## config.mk

```make
export PLATFORM = sky130hd
export DESIGN_NAME = sar_adc_ctrl
export DESIGN_NICKNAME = d
export VERILOG_FILES = /design/src/rtl/sar_adc_pkg.sv /design/src/rtl/sar_adc_outbuf.sv /design/src/rtl/sar_adc_ctrl.sv
export SDC_FILE = /design/constraint.sdc
export NUM_CORES = 1
export LEC_CHECK = 0
export CAP_MARGIN = 20
export CORE_MARGIN = 3
export CORE_UTILIZATION = 54
export DETAILED_ROUTE_END_ITERATION = 8
export HOLD_SLACK_MARGIN = 0.05
export PLACE_DENSITY_LB_ADDON = 0.25
export SETUP_SLACK_MARGIN = 0.4
export SYNTH_ARGS = -nofsm -noshare
export SYNTH_HDL_FRONTEND = slang
export SYNTH_SLANG_ARGS = --single-unit
```

## constraint.sdc

```tcl
create_clock -name clk -period 2.5 [get_ports clk]
set_input_delay 0.375 -clock clk [delete_from_list [all_inputs] [get_ports clk]]
set_output_delay 0.375 -clock clk [all_outputs]
set_load 0.05 [all_outputs]
```

## src/rtl/sar_adc_pkg.sv

```systemverilog
// Shared types and default sizing for the SAR ADC controller.
// Imported by the controller FSM and its output buffer.
package sar_adc_pkg;

    localparam int ADC_W_DEF         = 10;
    localparam int TRACK_CYCLES_DEF  = 4;
    localparam int SETTLE_CYCLES_DEF = 2;

    typedef enum logic [1:0] {
        IDLE  = 2'd0,
        TRACK = 2'd1,
        CONV  = 2'd2,
        DONE  = 2'd3
    } state_t;

endpackage

```

## src/rtl/sar_adc_outbuf.sv

```systemverilog
// Result register with valid/ready handshake and sticky overrun flag.
// A load in the same cycle as a handshake keeps valid high with new data.
module sar_adc_outbuf
    import sar_adc_pkg::*;
#(
    parameter int ADC_W = ADC_W_DEF
) (
    input  logic             clk,
    input  logic             reset,
    input  logic             load,
    input  logic [ADC_W-1:0] din,
    input  logic             ready,
    input  logic             clr_ovr,
    output logic [ADC_W-1:0] data,
    output logic             valid,
    output logic             overrun
);

    logic set_ovr;

    assign set_ovr = load & valid & ~ready;

    always_ff @(posedge clk) begin
        if (reset) begin
            data    <= '0;
            valid   <= 1'b0;
            overrun <= 1'b0;
        end else begin
            if (load) begin
                data <= din;
            end
            valid   <= load | (valid & ~ready);
            // set beats clear when both land on the same edge
            overrun <= set_ovr | (overrun & ~clr_ovr);
        end
    end

endmodule

```

## src/rtl/sar_adc_ctrl.sv

```systemverilog
// Successive-approximation ADC controller: track, MSB-first bit trials,
// then hand the result to the output buffer.
module sar_adc_ctrl
    import sar_adc_pkg::*;
#(
    parameter int ADC_W         = ADC_W_DEF,
    parameter int TRACK_CYCLES  = TRACK_CYCLES_DEF,
    parameter int SETTLE_CYCLES = SETTLE_CYCLES_DEF
) (
    input  logic             clk,
    input  logic             reset,
    input  logic             en,
    input  logic             cmp,
    output logic [ADC_W-1:0] dac_code,
    output logic             track,
    output logic [ADC_W-1:0] data,
    output logic             valid,
    input  logic             ready,
    output logic             overrun,
    input  logic             clr_ovr
);

    localparam int BW = (ADC_W > 1) ? $clog2(ADC_W) : 1;
    localparam logic [7:0]    TRK_LAST = 8'(TRACK_CYCLES - 1);
    localparam logic [7:0]    SET_LAST = 8'(SETTLE_CYCLES);
    localparam logic [BW-1:0] MSB      = BW'(ADC_W - 1);

    state_t           state;
    logic [7:0]       cnt;
    logic [BW-1:0]    bit_idx;
    logic [ADC_W-1:0] code;
    logic             load;

    // code carries resolved upper bits plus the bit under trial
    always_ff @(posedge clk) begin
        if (reset) begin
            state   <= IDLE;
            cnt     <= '0;
            bit_idx <= '0;
            code    <= '0;
        end else begin
            unique case (state)
                IDLE: begin
                    cnt <= '0;
                    if (en) state <= TRACK;
                end
                TRACK: begin
                    if (cnt == TRK_LAST) begin
                        state   <= CONV;
                        cnt     <= '0;
                        bit_idx <= MSB;
                        code    <= '0;
                        code[ADC_W-1] <= 1'b1;
                    end else begin
                        cnt <= cnt + 8'd1;
                    end
                end
                CONV: begin
                    if (cnt == SET_LAST) begin
                        cnt <= '0;
                        code[bit_idx] <= cmp;
                        if (bit_idx == '0) begin
                            state <= DONE;
                        end else begin
                            bit_idx <= bit_idx - BW'(1);
                            code[bit_idx - BW'(1)] <= 1'b1;
                        end
                    end else begin
                        cnt <= cnt + 8'd1;
                    end
                end
                DONE: begin
                    cnt   <= '0;
                    state <= en ? TRACK : IDLE;
                end
                default: state <= IDLE;
            endcase
        end
    end

    assign dac_code = (state == CONV) ? code : '0;
    assign track    = (state == TRACK);
    assign load     = (state == DONE);

    sar_adc_outbuf #(
        .ADC_W (ADC_W)
    ) u_outbuf (
        .clk     (clk),
        .reset   (reset),
        .load    (load),
        .din     (code),
        .ready   (ready),
        .clr_ovr (clr_ovr),
        .data    (data),
        .valid   (valid),
        .overrun (overrun)
    );

endmodule
```

==> Word-level counts from Yosys, hierarchy flattened <==
Cells that the tools add are included.
{ "totals": {"romBits": 0, "inputBits": 6, "ramBits": 0, "memories": 0, "out_inout_bits": 23, "word_cells": 64, "latchBits": 0, "register_bits": 36} }
{ "op_classes": {"div_mod_pow": 0, "muxes": 23, "shift": 0, "add_sub_neg": 2, "eq_ne": 10, "bitwise": 9, "reduce_logical": 9, "magnitude_cmp": 4, "n_mul": 0} }
{ "ops": {"columns": ["operator", "count"], "rows": [
  ["$mux 10", 4],
  ["$pmux 8 s3", 1],
  ["$pmux 10 s2", 1],
  ["$eq 8x2->1 const B", 2],
  ["$mux 8", 2],
  ["$mux 4", 3],
  ["$bwmux 10", 1],
  ["$lt 4x5->1 const B", 2],
  ["$or 10x10->10", 1],
  ["$add 8x1->8 const B", 1],
  ["$demux 1 s4", 2],
  ["$ge 4x1->1 const B", 2],
  ["$mux 2", 4],
  ["$ne 2x2->1 const B", 4],
  ["$pmux 2 s4", 1],
  ["$pmux 4 s2", 1],
  ["$reduce_and 4->1", 2],
  ["$and 1x1->1", 4],
  ["$eq 2x2->1 const B", 2],
  ["$logic_not 4->1", 1],
  ["$sub 4x1->4 const B", 1],
  ["$mux 1", 3],
  ["$reduce_and 3->1", 1],
  ["$eq 2x1->1 const B", 1],
  ["other kinds (7)", 10]
]} }

==> Depth between registers and ports, before layout <==
{ "depth": {"depth_word": 9, "mapped_depth": 9, "ltp_nobuf": 7} }

==> Hierarchy <==
A second synthesis with hierarchy kept.
{ "unflattened": {"hier_cells": 235, "area_unflattened_um2": 2073.2} }
{ "modules_own_cells": {"columns": ["module", "cells_each", "area_per_inst_um2", "seq_area_each_um2", "n_inst"], "rows": [
  ["sar_adc_ctrl", 196, 1647.8, 480.5, 1],
  ["sar_adc_outbuf", 39, 425.4, 240.2, 1]
]} }

==> Worst setup path after synthesis <==
Ideal clock, no wire load.
{ "synth_path": {"path_type": "register -> register", "from": "register state[1]", "to": "register code[4]", "path_buffers": 0, "slack_ns": 0.377, "required_time_ns": 2.378, "period_less_slack_ns": 2.123, "setup_ns": 0.122, "stages_incl_launch_ff": 7, "arrival_ns": 2.002, "path_cell_list": "dfxtp_1 > inv_1 > ha_1 > mux2_2 > nand4_1 > and3_1 > a221o_1"} }
{ "synth_via": {"elab_chain_len": 3, "word_cells_on_any_way": 7, "classes_between": "4 x eq/ne; 1 x mux; 2 x reduce/logical"} }
{ "synth_lines": {"columns": ["element", "line", "text"], "rows": [
  ["from (decl)", "sar_adc_ctrl.sv:28", "state_t state;"],
  ["from (signal assigned)", "sar_adc_ctrl.sv:74", "state <= en ? TRACK : IDLE;"],
  ["$eq 2x1->1 (*)", null, null],
  ["named net track", "sar_adc_ctrl.sv:15", "output logic track,"],
  ["$ne 2x1->1 (no source line) / $reduce_bool 2->1 (equally long branches)", null, null],
  ["$reduce_and 3->1 (no source line)", null, null],
  ["to (signal, indexed assignment)", "sar_adc_ctrl.sv:61", "code[bit_idx] <= cmp;"],
  ["to (decl)", "sar_adc_ctrl.sv:31", "logic [ADC_W-1:0] code;"]
]} }
The timed path passes the listed nets; every way through them passes the cells marked *.
A chain may end at the register's enable or synchronous reset.

==> Worst setup path in the final report <==
{ "layout_path": {"from": "register state[0]", "to": "output dac_code[0]"} }
{ "layout_via": {"elab_chain_len": 2} }
{ "layout_lines": {"columns": ["element", "line", "text"], "rows": [
  ["$eq 2x2->1", "sar_adc_ctrl.sv:81", "assign dac_code = (state == CONV) ? code : '0;"],
  ["$mux 10", "sar_adc_ctrl.sv:81", null],
  ["to (decl)", "sar_adc_ctrl.sv:14", "output logic [ADC_W-1:0] dac_code,"]
]} }
Every way passes these cells.

==> impl_metrics.csv <==
group,metric,value,unit
route,vias,1780,
critical_path,worst_path_max_delay_cell,"dfxtp_1",
yosys,synth_area,2063,µm²
yosys,synth-seq-cells,36,
global_routing,grt_pass1_wl,7555,µm
sta,fin_crit_sh,79.02,%
die,dieArea,4598,µm²
yosys,ys_warn_count,0,
global_routing,grt.total_usage,21.24,%
die,row_count,21,
sta,min_period,1.975,ns
critical_path,reg2reg_from,"bit_idx[1]",
clock_tree,cts.clk_slew.worst_paths,0.07,ns
route,wl_per_cell,13.42,µm
run,drv_cap,0,
clock_tree,numCtsBuffers,5,
power,p_leak,0.9418,nW
critical_path,critical_path_class,"register to output pin",
clock_tree,root_buffer,"clkbuf_8",
critical_path,worstPathArrival,1.60,ns
critical_path,reg2reg_to,"state[0]",
place,place_congestion,0.8369,
die,fp.dieH,67.81,µm
yosys,synth-async-reset-ratio,0,%
cells_and_area,layout.nets,290,
place,place_ws,0.4205,ns
status,outcome,"complete, no violations",
critical_path,path_buf_inv,3,
yosys,ys_types,49,
sta,drv_slew,0,
cells_and_area,diodes,0,
sta,worst_clock_skew,0.01327,ns
die,start_util,59.04,%
critical_path,worstRegToRegCells,7,
critical_path,path_common_cell,"buf_4",
critical_path,start_kind,"register",
route,ant_nets,0,
route,drc,0,
clock_tree,cts_sinks,36,
cells_and_area,multiInputGateArea,1245,µm²
sta,fin_setup_tns,0,ns
route,avgViaCountPerCell,5.597,
hold_path,holdPathEnd,"cnt[0]",
sta,hold_viol_final,0,
hold_path,hp-start,"cnt[0]",
critical_path,startpoint,"state[0]",
clock_tree,cts.path.max_buffers,2,
sta,setup_viol,0,
power,power_density,708.6,nW/µm²
cells_and_area,final_layout_size_suffix_gt1_share,13.97,%
yosys,seq_area_frac_synth,34.93,%
route,drt_iter0_markers,125,
clock_tree,htree_levels,2,
route,first_pass_iters,5,
sta,tightest_slew,0.6793,ns
sta,rsz0062_at_grt,"no",
global_routing,grt_overflow,0,
hold_path,hold_class,"register to register",
yosys,yosys_most_used_dff,"dfxtp_1",
clock_tree,hold_buffers,0,
critical_path,cp_data_required_time,2.12,ns
global_routing,antenna_found_initial,0,
cells_and_area,final-seq-area,723.2,µm²
global_routing,grt_max_degree,14,
die,core,3495,µm²
yosys,syn_nets,263,
hold_path,whs_path_depth,1,
place,dp_hpwl,3221,µm
yosys,netlist_instances,244,
route,wirelength,4266,µm
power,irDropWorstVdd,0.5077,mV
critical_path,cp_top_family,"buffers and inverters",
sta,fmax,0.5062,GHz
cells_and_area,fill_cells,286,
critical_path,path_cells,"inv_1 > ha_2 > buf_4 > and2_1 > buf_4",
yosys,syn_avg_cell_area,8.456,µm²
critical_path,reg2reg_slack,0.53,ns
yosys,synth-edff-count,0,
place,portBuffers,28,
global_routing,grt_pass1_vias,1720,
die,fp.dieW,67.81,µm
die,ios,29,
cells_and_area,area.growth.synth_to_final,19.41,%
clock_tree,clock_latency,0.29,ns
sta,setup_ws,0.5245,ns
critical_path,critPathMaxFanout,11,
clock_tree,cts_tree,"done",
critical_path,cpPeakStageDelay,0.33,ns
cells_and_area,mostFrequentLayoutCells,"dfxtp_1, nor2_1, nand2_1, clkdlybuf4s50_1, buf_4",
critical_path,endpoint_kind,"output pin",
cells_and_area,final_common_cell,"dfxtp_1",
sta,max-slew-margin-rel,54.71,%
[worst register-to-register path, stage by stage, from the launching register on]
cell and delay, ns:
dfxtp_2 0.37, inv_1 0.11, ha_1 0.17, or3b_4 0.43, a22o_1 0.23, a211oi_4 0.23
o21ai_1 0.12, a221oi_2 0.22
[sequential cells by signal, indices dropped and copies added, names as in the netlist]
signal,count
code,10
u_outbuf.valid,1
bit_idx,4
u_outbuf.overrun,1
cnt,8
state,2
u_outbuf.data,10
[power breakdown]
part,switching [mW],total [mW],internal (mW)
Clock,0.203,0.427,0.225
Sequential,0.0607,0.677,0.617
Combinational,0.385,0.641,0.257
[how the worst max path moves through the flow]
stage                        endpoint  slack, ns  cells past startpoint
after global routing         state[0]       0.42                      7
after detailed placement     state[0]       0.42                      7
after CTS                     code[6]       0.42                      6
after global placement        code[4]       0.49                      6
final                     dac_code[0]       0.52                      5
after floorplan              state[0]       0.47                      9
[Yosys cell counts (2+ instances only)]
| cell type | n | area share (%) |
|---|---|---|
| nand2_1 | 20 | 3.6 |
| a22oi_1 | 3 | 1.1 |
| and2_1 | 11 | 3.3 |
| mux2i_1 | 12 | 5.8 |
| inv_1 | 11 | 2.0 |
| o21ai_0 | 8 | 1.9 |
| nor4_1 | 2 | 0.61 |
| a22o_1 | 2 | 0.85 |
| and3_1 | 7 | 2.1 |
| nor3_1 | 3 | 0.73 |
| a31oi_1 | 3 | 0.91 |
| o21ai_1 | 2 | 0.49 |
| buf_2 | 2 | 0.49 |
| dfxtp_1 | 36 | 35 |
| a311oi_1 | 3 | 1.3 |
| nor2_1 | 31 | 5.6 |
| nand2b_1 | 3 | 0.91 |
| clkbuf_1 | 10 | 1.8 |
| a221o_1 | 3 | 1.5 |
| ha_1 | 13 | 7.9 |
| mux2_2 | 4 | 2.2 |
| xor2_1 | 4 | 1.7 |
| nand3_1 | 11 | 2.7 |
| a21oi_1 | 7 | 1.7 |
| nor2b_1 | 6 | 1.8 |
| buf_1 | 2 | 0.36 |
| xnor2_1 | 2 | 0.85 |
| nand4_1 | 2 | 0.61 |
[kinds of logic (layout without fill, tap and decap cells)]
kind of cell	Yosys count	in the layout	synth area share, %
XOR/XNOR	6	6	2.547
buffers and inverters	26	54	5.216
multiplexers	16	16	8.005
AO/OA/AOI/OAI	45	45	16.37
adder cells (fa/ha/maj)	13	13	7.884
flip-flops	36	36	34.93
AND/OR/NAND/NOR	102	102	25.05
[final cells by class]
type | instances | area share, %
Multi-Input combinational cell | 182 | 50.53
Clock buffer | 8 | 3.657
Timing Repair Buffer | 35 | 12.44
Inverter | 11 | 1.676
Sequential cell | 36 | 29.36
Tap cell | 46 | 2.336
[timing repair]
| action | in CTS | in global routing |
|---|---|---|
| endpoints found under the setup margin | 2 | 22 |
| setup buffers | 0 | 1 |
| resized for setup | 2 | 6 |
[per-layer routing]
metal  global-route usage (%)  vias up  routed length [µm]
met4                    7.940        0                  73
met3                    4.762        8                 235
met2                    34.51       55                1916
met5                        0        -                   0
met1                    27.52      807                2041
li1                         -      910                   -
[through the flow]
stage               total power [mW]  instances  hold slack, ns  util (%)  area [µm²]
global placement               1.295        309          0.4637     67.45        2357
global route                   1.857        318          0.5219     70.50        2464
floorplan                      1.172        244          0.4374         -        2066
finish                         1.746        318          0.4930     70.50        2464
detailed placement             1.305        309          0.4831     67.45        2357
CTS                            1.729        317          0.5011     70.07        2449
Power figures use the tool's default switching activity.
